===== config.mk =====
export PLATFORM = sky130hd
export DESIGN_NAME = dff_fifo
export DESIGN_NICKNAME = d
export VERILOG_FILES = /design/src/rtl/dff_fifo_pkg.sv /design/src/rtl/dff_fifo_mem.sv /design/src/rtl/dff_fifo.sv
export SDC_FILE = /design/constraint.sdc
export NUM_CORES = 1
export LEC_CHECK = 0
export BUFFER_PORTS_ARGS = -buffer_cell sky130_fd_sc_hd__buf_4
export CORE_AREA = 10 10 64 92
export DETAILED_ROUTE_END_ITERATION = 7
export DIE_AREA = 0 0 74 102
export PLACE_DENSITY = 0.67
export SYNTH_ARGS = -nofsm -noshare
export SYNTH_HDL_FRONTEND = slang
export SYNTH_SLANG_ARGS = --single-unit

===== constraint.sdc =====
create_clock -name clock -period 2.25 [get_ports clock]
set_clock_uncertainty 0.15 [all_clocks]
set_input_delay 0.45 -clock clock [delete_from_list [all_inputs] [get_ports clock]]
set_output_delay 0.45 -clock clock [all_outputs]
set_load 0.05 [all_outputs]

===== src/rtl/dff_fifo_pkg.sv =====
// Shared defaults and occupancy-state type for the register-based FIFO.
package dff_fifo_pkg;

  localparam int DEF_WIDTH = 8;
  localparam int DEF_DEPTH = 4;
  localparam int DEF_CW    = $clog2(DEF_DEPTH) + 1;

  typedef enum logic [1:0] {
    ST_EMPTY   = 2'd0,
    ST_PARTIAL = 2'd1,
    ST_FULL    = 2'd2
  } occ_e;

endpackage


===== src/rtl/dff_fifo_mem.sv =====
// DEPTH x WIDTH register file: one synchronous write port, one combinational read port.
module fifo_mem
  import dff_fifo_pkg::*;
#(
  parameter int WIDTH = DEF_WIDTH,
  parameter int DEPTH = DEF_DEPTH,
  parameter int AW    = $clog2(DEPTH)
) (
  input  logic             clock,
  input  logic             reset,
  input  logic             we,
  input  logic [AW-1:0]    waddr,
  input  logic [WIDTH-1:0] wdata,
  input  logic [AW-1:0]    raddr,
  output logic [WIDTH-1:0] rdata
);

  logic [WIDTH-1:0] mem_r [DEPTH];

  // storage array, cleared on reset
  always_ff @(posedge clock or posedge reset) begin
    if (reset) begin
      for (int i = 0; i < DEPTH; i++) begin
        mem_r[i] <= '0;
      end
    end else if (we) begin
      mem_r[waddr] <= wdata;
    end
  end

  // combinational read port
  always_comb begin
    rdata = mem_r[raddr];
  end

endmodule


===== src/rtl/dff_fifo.sv =====
// First-word fall-through FIFO: pointer, count and handshake logic around fifo_mem.
module dff_fifo
  import dff_fifo_pkg::*;
#(
  parameter int WIDTH = DEF_WIDTH,
  parameter int DEPTH = DEF_DEPTH,
  parameter int CW    = $clog2(DEPTH) + 1
) (
  input  logic             clock,
  input  logic             reset,
  input  logic [WIDTH-1:0] in_data,
  input  logic             in_valid,
  output logic             in_ready,
  output logic [WIDTH-1:0] out_data,
  output logic             out_valid,
  input  logic             out_ready,
  output logic [CW-1:0]    count
);

  localparam int PW = $clog2(DEPTH);

  logic [PW-1:0] wr_ptr_r;
  logic [PW-1:0] rd_ptr_r;
  logic [CW-1:0] count_r;
  logic [CW-1:0] count_nxt_s;
  occ_e          state_r;
  occ_e          state_nxt_s;
  logic          push_s;
  logic          pop_s;

  // handshakes only look at registered occupancy, never at the opposite side's inputs
  assign in_ready  = (state_r != ST_FULL);
  assign out_valid = (state_r != ST_EMPTY);
  assign count     = count_r;
  assign push_s    = in_valid & in_ready;
  assign pop_s     = out_valid & out_ready;

  // next count and occupancy state
  always_comb begin
    count_nxt_s = count_r;
    state_nxt_s = state_r;
    case ({push_s, pop_s})
      2'b10:   count_nxt_s = count_r + CW'(1);
      2'b01:   count_nxt_s = count_r - CW'(1);
      default: count_nxt_s = count_r;
    endcase
    if (count_nxt_s == CW'(0)) begin
      state_nxt_s = ST_EMPTY;
    end else if (count_nxt_s == CW'(DEPTH)) begin
      state_nxt_s = ST_FULL;
    end else begin
      state_nxt_s = ST_PARTIAL;
    end
  end

  // occupancy state and pointers; pointers wrap naturally since DEPTH is a power of 2
  always_ff @(posedge clock or posedge reset) begin
    if (reset) begin
      state_r  <= ST_EMPTY;
      count_r  <= '0;
      wr_ptr_r <= '0;
      rd_ptr_r <= '0;
    end else begin
      state_r <= state_nxt_s;
      count_r <= count_nxt_s;
      if (push_s) begin
        wr_ptr_r <= wr_ptr_r + PW'(1);
      end
      if (pop_s) begin
        rd_ptr_r <= rd_ptr_r + PW'(1);
      end
    end
  end

  fifo_mem #(
    .WIDTH (WIDTH),
    .DEPTH (DEPTH),
    .AW    (PW)
  ) u_mem (
    .clock (clock),
    .reset (reset),
    .we    (push_s),
    .waddr (wr_ptr_r),
    .wdata (in_data),
    .raddr (rd_ptr_r),
    .rdata (out_data)
  );

endmodule


==> out/qor.yml, run 1 <==
status:
  status: "finished, final reports clean"
synthesis:
  ys_seq_area_share_pct: 50.6
  synth_fp_nets: 140
  syn_inst: 122
  ys_ff_latch: 41
  synth_top_area_share_pct: 50.6
  syn_avg_cell_area_um2: 16.6
  yosysWarnings: 0
  yosys.area.top_type: "dfrtp_1"
  synth.area.top_cells: "dfrtp_1, mux2_4, mux4_2, ha_1, and3_4"
  synth_cell_types: 22
  synth_area_mm2: 0.00203
setup_path:
  cp_slowest_stage_delay_ns: 0.52
  crit_buf_inv: 2
  worstPathCellList: "buf_4 > mux4_2 > buf_4"
  crit_family: "multiplexers"
  r2r_slack_ns: 0.11
  cp_max_fo: 4
  path_class: "flip-flop to output pin"
  required_ns: 1.65
  cp.arrival_ns: 1.55
  ff2ff_path_depth: 8
  cp-start-kind: "flip-flop"
  cp_common_cell: "buf_4"
  r2r-end: "state_r[1]$_DFF_PP0_"
  r2r_start: "state_r[0]$_DFF_PP0_"
  cp_slowest_cell: "mux4_2"
  end_kind: "output pin"
clock_tree:
  cts_tree: "done"
  clk_latency_ns: 0.28
  path_clk_slew_ns: 0.08
  cts_buffers: 5
  cts_root_buf: "clkbuf_8"
  ctsHoldBuffers: 0
  cts.sinks: 41
  clockBufferDepth: 2
  htree_levels: 2
layout:
  areaGrowthSynthToFinish_pct: 18.4
  layout_common_cells: "dfrtp_1, mux2_4, buf_4"
  nets: 170
  drive_gt1_share_pct: 58.2
  diodes: 0
  final_common_cell: "dfrtp_1"
die:
  dieHeight_um: 102
  die-area_mm2: 0.00755
  num_rows: 29
  io_pins: 25
  start_util_pct: 47.8
  die_x_um: 74
  core-area_mm2: 0.00425
placement:
  port_buffers: 24
  gp_congestion: 0.736
  dp_hpwl_um: 2800
sta:
  rsz0062_at_grt: "no"
  finalMaxSlewViolations: 0
  setup_tns_ns: 0
  slew_headroom_pct: 64.9
  min_period_ns: 2.15
  setup_viol: 0
  period_share_pct: 95.6
  hold_viol_final: 0
  worst_pin_slew_ns: 0.526
  fmax_mhz: 465
detailed_routing:
  vias_per_cell: 5.48
  wl_per_cell_um: 19.9
  first_pass_iters: 4
  vias: 1090
  wl_um: 3950
  drtIter0Drc: 65
  antenna_left: 0
  drc: 0
grt:
  antenna_found_initial: 0
  grt_pass1_vias: 1277
  grt_overflow: 0
  track_usage_pct: 11.4
  grt_pass1_wl_um: 6670
  grt_max_degree: 42
min_path:
  min_path_type: "primary input to asynchronous set/reset pin"
run:
  max-cap-violations: 0
==> cells by family (layout without fill, tap and decap cells) <==
group | Yosys count | after routing | synth area share (%)
flip-flops | 41 | 41 | 50.6
buffers and inverters | 13 | 44 | 4.01
adder cells (fa/ha/maj) | 6 | 6 | 4.07
AND/OR/NAND/NOR | 11 | 11 | 4.44
AO/OA/AOI/OAI | 4 | 4 | 1.17
XOR/XNOR | 5 | 5 | 2.16
multiplexers | 42 | 42 | 33.6
==> cell usage after synthesis <==
| cell type | instances |
|---|---|
| a31oi_1 | 1 |
| o21a_1 | 1 |
| inv_1 | 7 |
| mux2_2 | 1 |
| nor3b_1 | 1 |
| mux2_4 | 32 |
| ha_1 | 5 |
| mux2i_1 | 1 |
| xnor2_1 | 3 |
| or2_2 | 1 |
| or3_1 | 1 |
| nand2b_4 | 1 |
| mux4_2 | 8 |
| xor2_1 | 2 |
| a21oi_1 | 1 |
| buf_2 | 2 |
| nand2_1 | 3 |
| fa_1 | 1 |
| dfrtp_1 | 41 |
| o21ai_0 | 1 |
| buf_6 | 4 |
| and3_4 | 4 |
==> layer usage <==
metal	track usage (%)	vias to the layer above	routed length (um)	share of wire, %
met4	4.32	0	51	1.3
li1	-	489	-	-
met5	0	-	0	0
met2	19.5	22	2170	55
met1	13.0	573	1560	39
met3	3.10	6	172	4.4
==> sequential cells by signal (all words and copies together) (netlist names), named ones only <==
signal       cells
u_mem.mem_r     32
count            2
rd_ptr_r         2
state_r          2
wr_ptr_r         2
==> final cells by class <==
type                       count  area (um^2)
clock buffer                   5         68.8
clock inverter                 3         65.1
fill                         352         1840
inverter                       7         26.3
multi-input combinational     68          941
sequential                    41         1030
tap                           46         57.6
timing repair buffer          29          218
==> metrics by stage <==
stage	setup WS, ns	instance area, um^2	cells	hold WS, ns	utilization (%)
2_1_floorplan	0.0728	2030	122	0.326	-
3_3_place_gp	0.0918	2240	190	0.339	52.8
3_5_place_dp	-0.0361	2240	190	0.341	52.8
4_1_cts	0.0121	2390	199	0.149	56.2
5_1_grt	0.0209	2400	199	0.193	56.6
6_report	0.0980	2400	199	0.131	56.6
==> repair_timing <==
item / CTS / global route
gates resized for setup: 1 / 5
setup buffers: 1 / 0
pin swaps: 0 / 1
setup endpoints to repair: 2 / 7
==> worst max-delay path by stage <==
| stage | cells after the start | startpoint | endpoint |
|---|---|---|---|
| after global placement | 8 | in_valid | state_r[1]$_DFF_PP0_ |
| after CTS | 2 | rd_ptr_r[0]$_DFFE_PP0P_ | out_data[7] |
| after floorplan | 8 | state_r[0]$_DFF_PP0_ | state_r[1]$_DFF_PP0_ |
| after global routing | 8 | state_r[0]$_DFF_PP0_ | state_r[1]$_DFF_PP0_ |
| after detailed placement | 8 | in_valid | state_r[1]$_DFF_PP0_ |
| final | 3 | rd_ptr_r[1]$_DFFE_PP0P_ | out_data[3] |
==> tightest hold or removal path: stages <==
cell and delay, ns:
buf_4 0.11, inv_1 0.04, buf_4 0.43
Power of run 1 is not shown: default switching activity piles up to over one toggle a cycle in this logic, so the estimate is an artifact.
==> inputs of run 2 (changes only) <==
--- a/config.mk
+++ b/config.mk
@@ -9,7 +9,7 @@
 export CORE_AREA = 10 10 64 92
 export DETAILED_ROUTE_END_ITERATION = 7
 export DIE_AREA = 0 0 74 102
-export PLACE_DENSITY = 0.67
+export PLACE_DENSITY = 0.7
 export SYNTH_ARGS = -nofsm -noshare
 export SYNTH_HDL_FRONTEND = slang
 export SYNTH_SLANG_ARGS = --single-unit
==> constraint.sdc (replaced) <==
create_clock -name clock -period 1.8 [get_ports clock]
set_clock_uncertainty 0.15 [all_clocks]
set_input_delay 0.36 -clock clock [delete_from_list [all_inputs] [get_ports clock]]
set_output_delay 0.36 -clock clock [all_outputs]
set_load 0.05 [all_outputs]
==> out/qor.yml, run 2 (synthesized netlist as in run 1, its figures left out) <==
die:
  die-area_mm2: 0.00755  # unchanged
  start_util_pct: 47.8  # unchanged
  io_pins: 25  # unchanged
  core-area_mm2: 0.00425  # unchanged
  die_x_um: 74  # unchanged
  dieHeight_um: 102  # unchanged
  num_rows: 29  # unchanged
layout:
  largest_register: "u_mem.mem_r"
  fin_cells: 210  # +5.5%
  diodes: 0  # unchanged
  largest_reg_flops: 32  # unchanged
  drive_gt1_share_pct: 64.0  # +5.9 points
  nets: 181  # +6.5%
  fillers: 334  # -5.1%
  layout_common_cells: "dfrtp_1, mux2_4, buf_4"
  regArea_mm2: 0.00103  # unchanged
  areaGrowthSynthToFinish_pct: 25.3
  multi_input_area_um2: 978  # +4.0%
  final_common_cell: "dfrtp_1"
grt:
  track_usage_pct: 11.7  # +0.32 points
  grt_pass1_vias: 1291  # +1.1%
  grt_overflow: 0  # unchanged
  grt_pass1_wl_um: 6650  # -0.21%
  grt_max_degree: 42  # unchanged
  antenna_found_initial: 0  # unchanged
setup_path:
  crit_family: "multiplexers"
  cp.arrival_ns: 1.51  # -0.04 ns
  worstPathCellList: "buf_6 > mux4_2 > buf_6"
  crit_start: "rd_ptr_r[1]$_DFFE_PP0P_"
  cp_slowest_stage_delay_ns: 0.50  # -0.02 ns
  cp-start-kind: "flip-flop"
  path_class: "flip-flop to output pin"
  cp_max_fo: 4  # unchanged
  cp_slowest_cell: "mux4_2"
  end_kind: "output pin"
  crit_buf_inv: 2  # unchanged
  required_ns: 1.29  # -0.36 ns
  cp_common_cell: "buf_6"
  r2r_start: "state_r[1]$_DFF_PP0_"
clock_tree:
  clockBufferDepth: 2  # unchanged
  cts.sinks: 41  # unchanged
  cts_tree: "done"
  cts_buffers: 5  # unchanged
  path_clk_slew_ns: 0.07  # about the same
  htree_levels: 2  # unchanged
  cts_root_buf: "clkbuf_8"
  clk_latency_ns: 0.29  # about the same
sta:
  fmax_mhz: 495
  worst_pin_slew_ns: 0.513  # -0.0124 ns
  hold_viol_final: 0  # unchanged
  finalMaxSlewViolations: 0  # unchanged
  min_period_ns: 2.02
  rsz0062_at_grt: "yes"
  fin_ws_ns: -0.219  # -0.317 ns
  setup_viol: 10  # +10
  slew_headroom_pct: 65.8  # +0.83 points
  period_share_pct: 112
placement:
  dp_cells: 198  # +4.2%
  gp_congestion: 0.691  # -6.1%
  dp_hpwl_um: 2840  # +1.5%
  post-place-ws_ns: -0.200  # -0.164 ns
  port_buffers: 24  # unchanged
status:
  violations: "setup timing"
  status: "finished, violations left"
run:
  max-cap-violations: 0  # unchanged
min_path:
  min_path_type: "primary input to asynchronous set/reset pin"
detailed_routing:
  vias: 1117  # +2.5%
  drc: 0  # unchanged
  antenna_left: 0  # unchanged
  first_pass_iters: 3  # -1
  vias_per_cell: 5.32  # -2.9%
  drtIter0Drc: 59  # -9.2%
  wl_per_cell_um: 19.0  # -4.6%
  wl_um: 3980  # +0.68%
run 2: area by class of cell:
cell class / instances / share of cell area, %
Clock inverter: 1 / 0.197
Multi-Input combinational cell: 68 / 38.5
Clock buffer: 7 / 3.79
Sequential cell: 41 / 40.4
Inverter: 7 / 1.03
Tap cell: 46 / 2.26
Timing Repair Buffer: 40 / 13.9
run 2: through the flow:
| stage | TNS [ns] | hold WS (ns) | utilization [%] | area, um^2 |
|---|---|---|---|---|
| 3_5_place_dp | -0.384 | 0.344 | 54.8 | 2320 |
| 3_3_place_gp | -0.143 | 0.339 | 54.8 | 2320 |
| 2_1_floorplan | -0.375 | 0.326 | - | 2050 |
| 6_report | -1.83 | 0.0378 | 59.9 | 2540 |
| 5_1_grt | -2.47 | 0.0734 | 59.9 | 2540 |
| 4_1_cts | -1.92 | 0.0507 | 58.8 | 2500 |
run 2: timing repair:
item / 4_1_cts / 5_1_grt
endpoints found under the setup margin: 11 / 12
pin swaps: 3 / 3
gates resized for setup: 13 / 9
hold buffers: 0 / 0
buffers inserted: 3 / 1
run 2: worst reg2reg max path: cells and delay by family (launching register included):
family          cells  cell delay (ns)
simple gates        3             0.46
compound gates      1             0.12
xor+xnor            1             0.16
fa+ha+maj           2             0.47
buf+inv             2             0.15
flops               1             0.39
run 2: final timing paths:
kind / endpoint / slack [ns] / cells past startpoint
max: out_data[2] / -0.22 / 3
min: count[0]$_DFF_PP0_ / 0.04 / 3
max in group asynchronous: rd_ptr_r[0]$_DFFE_PP0P_ / 1.08 / 3
max reg2reg: state_r[1]$_DFF_PP0_ / -0.17 / 9
min in group clock: u_mem.mem_r[29]$_DFFE_PP0P_ / 0.17 / 2
min reg2reg: u_mem.mem_r[17]$_DFFE_PP0P_ / 0.36 / 1
run 2: metal layers:
layer | up-vias | track usage, % | wire length, um
li1 | 510 | - | -
met1 | 581 | 12.7 | 1610
met2 | 21 | 20.1 | 2130
met3 | 5 | 3.88 | 157
met4 | 0 | 5.18 | 77
met5 | - | 0 | 0
Power of run 2 is left out for the same reason.
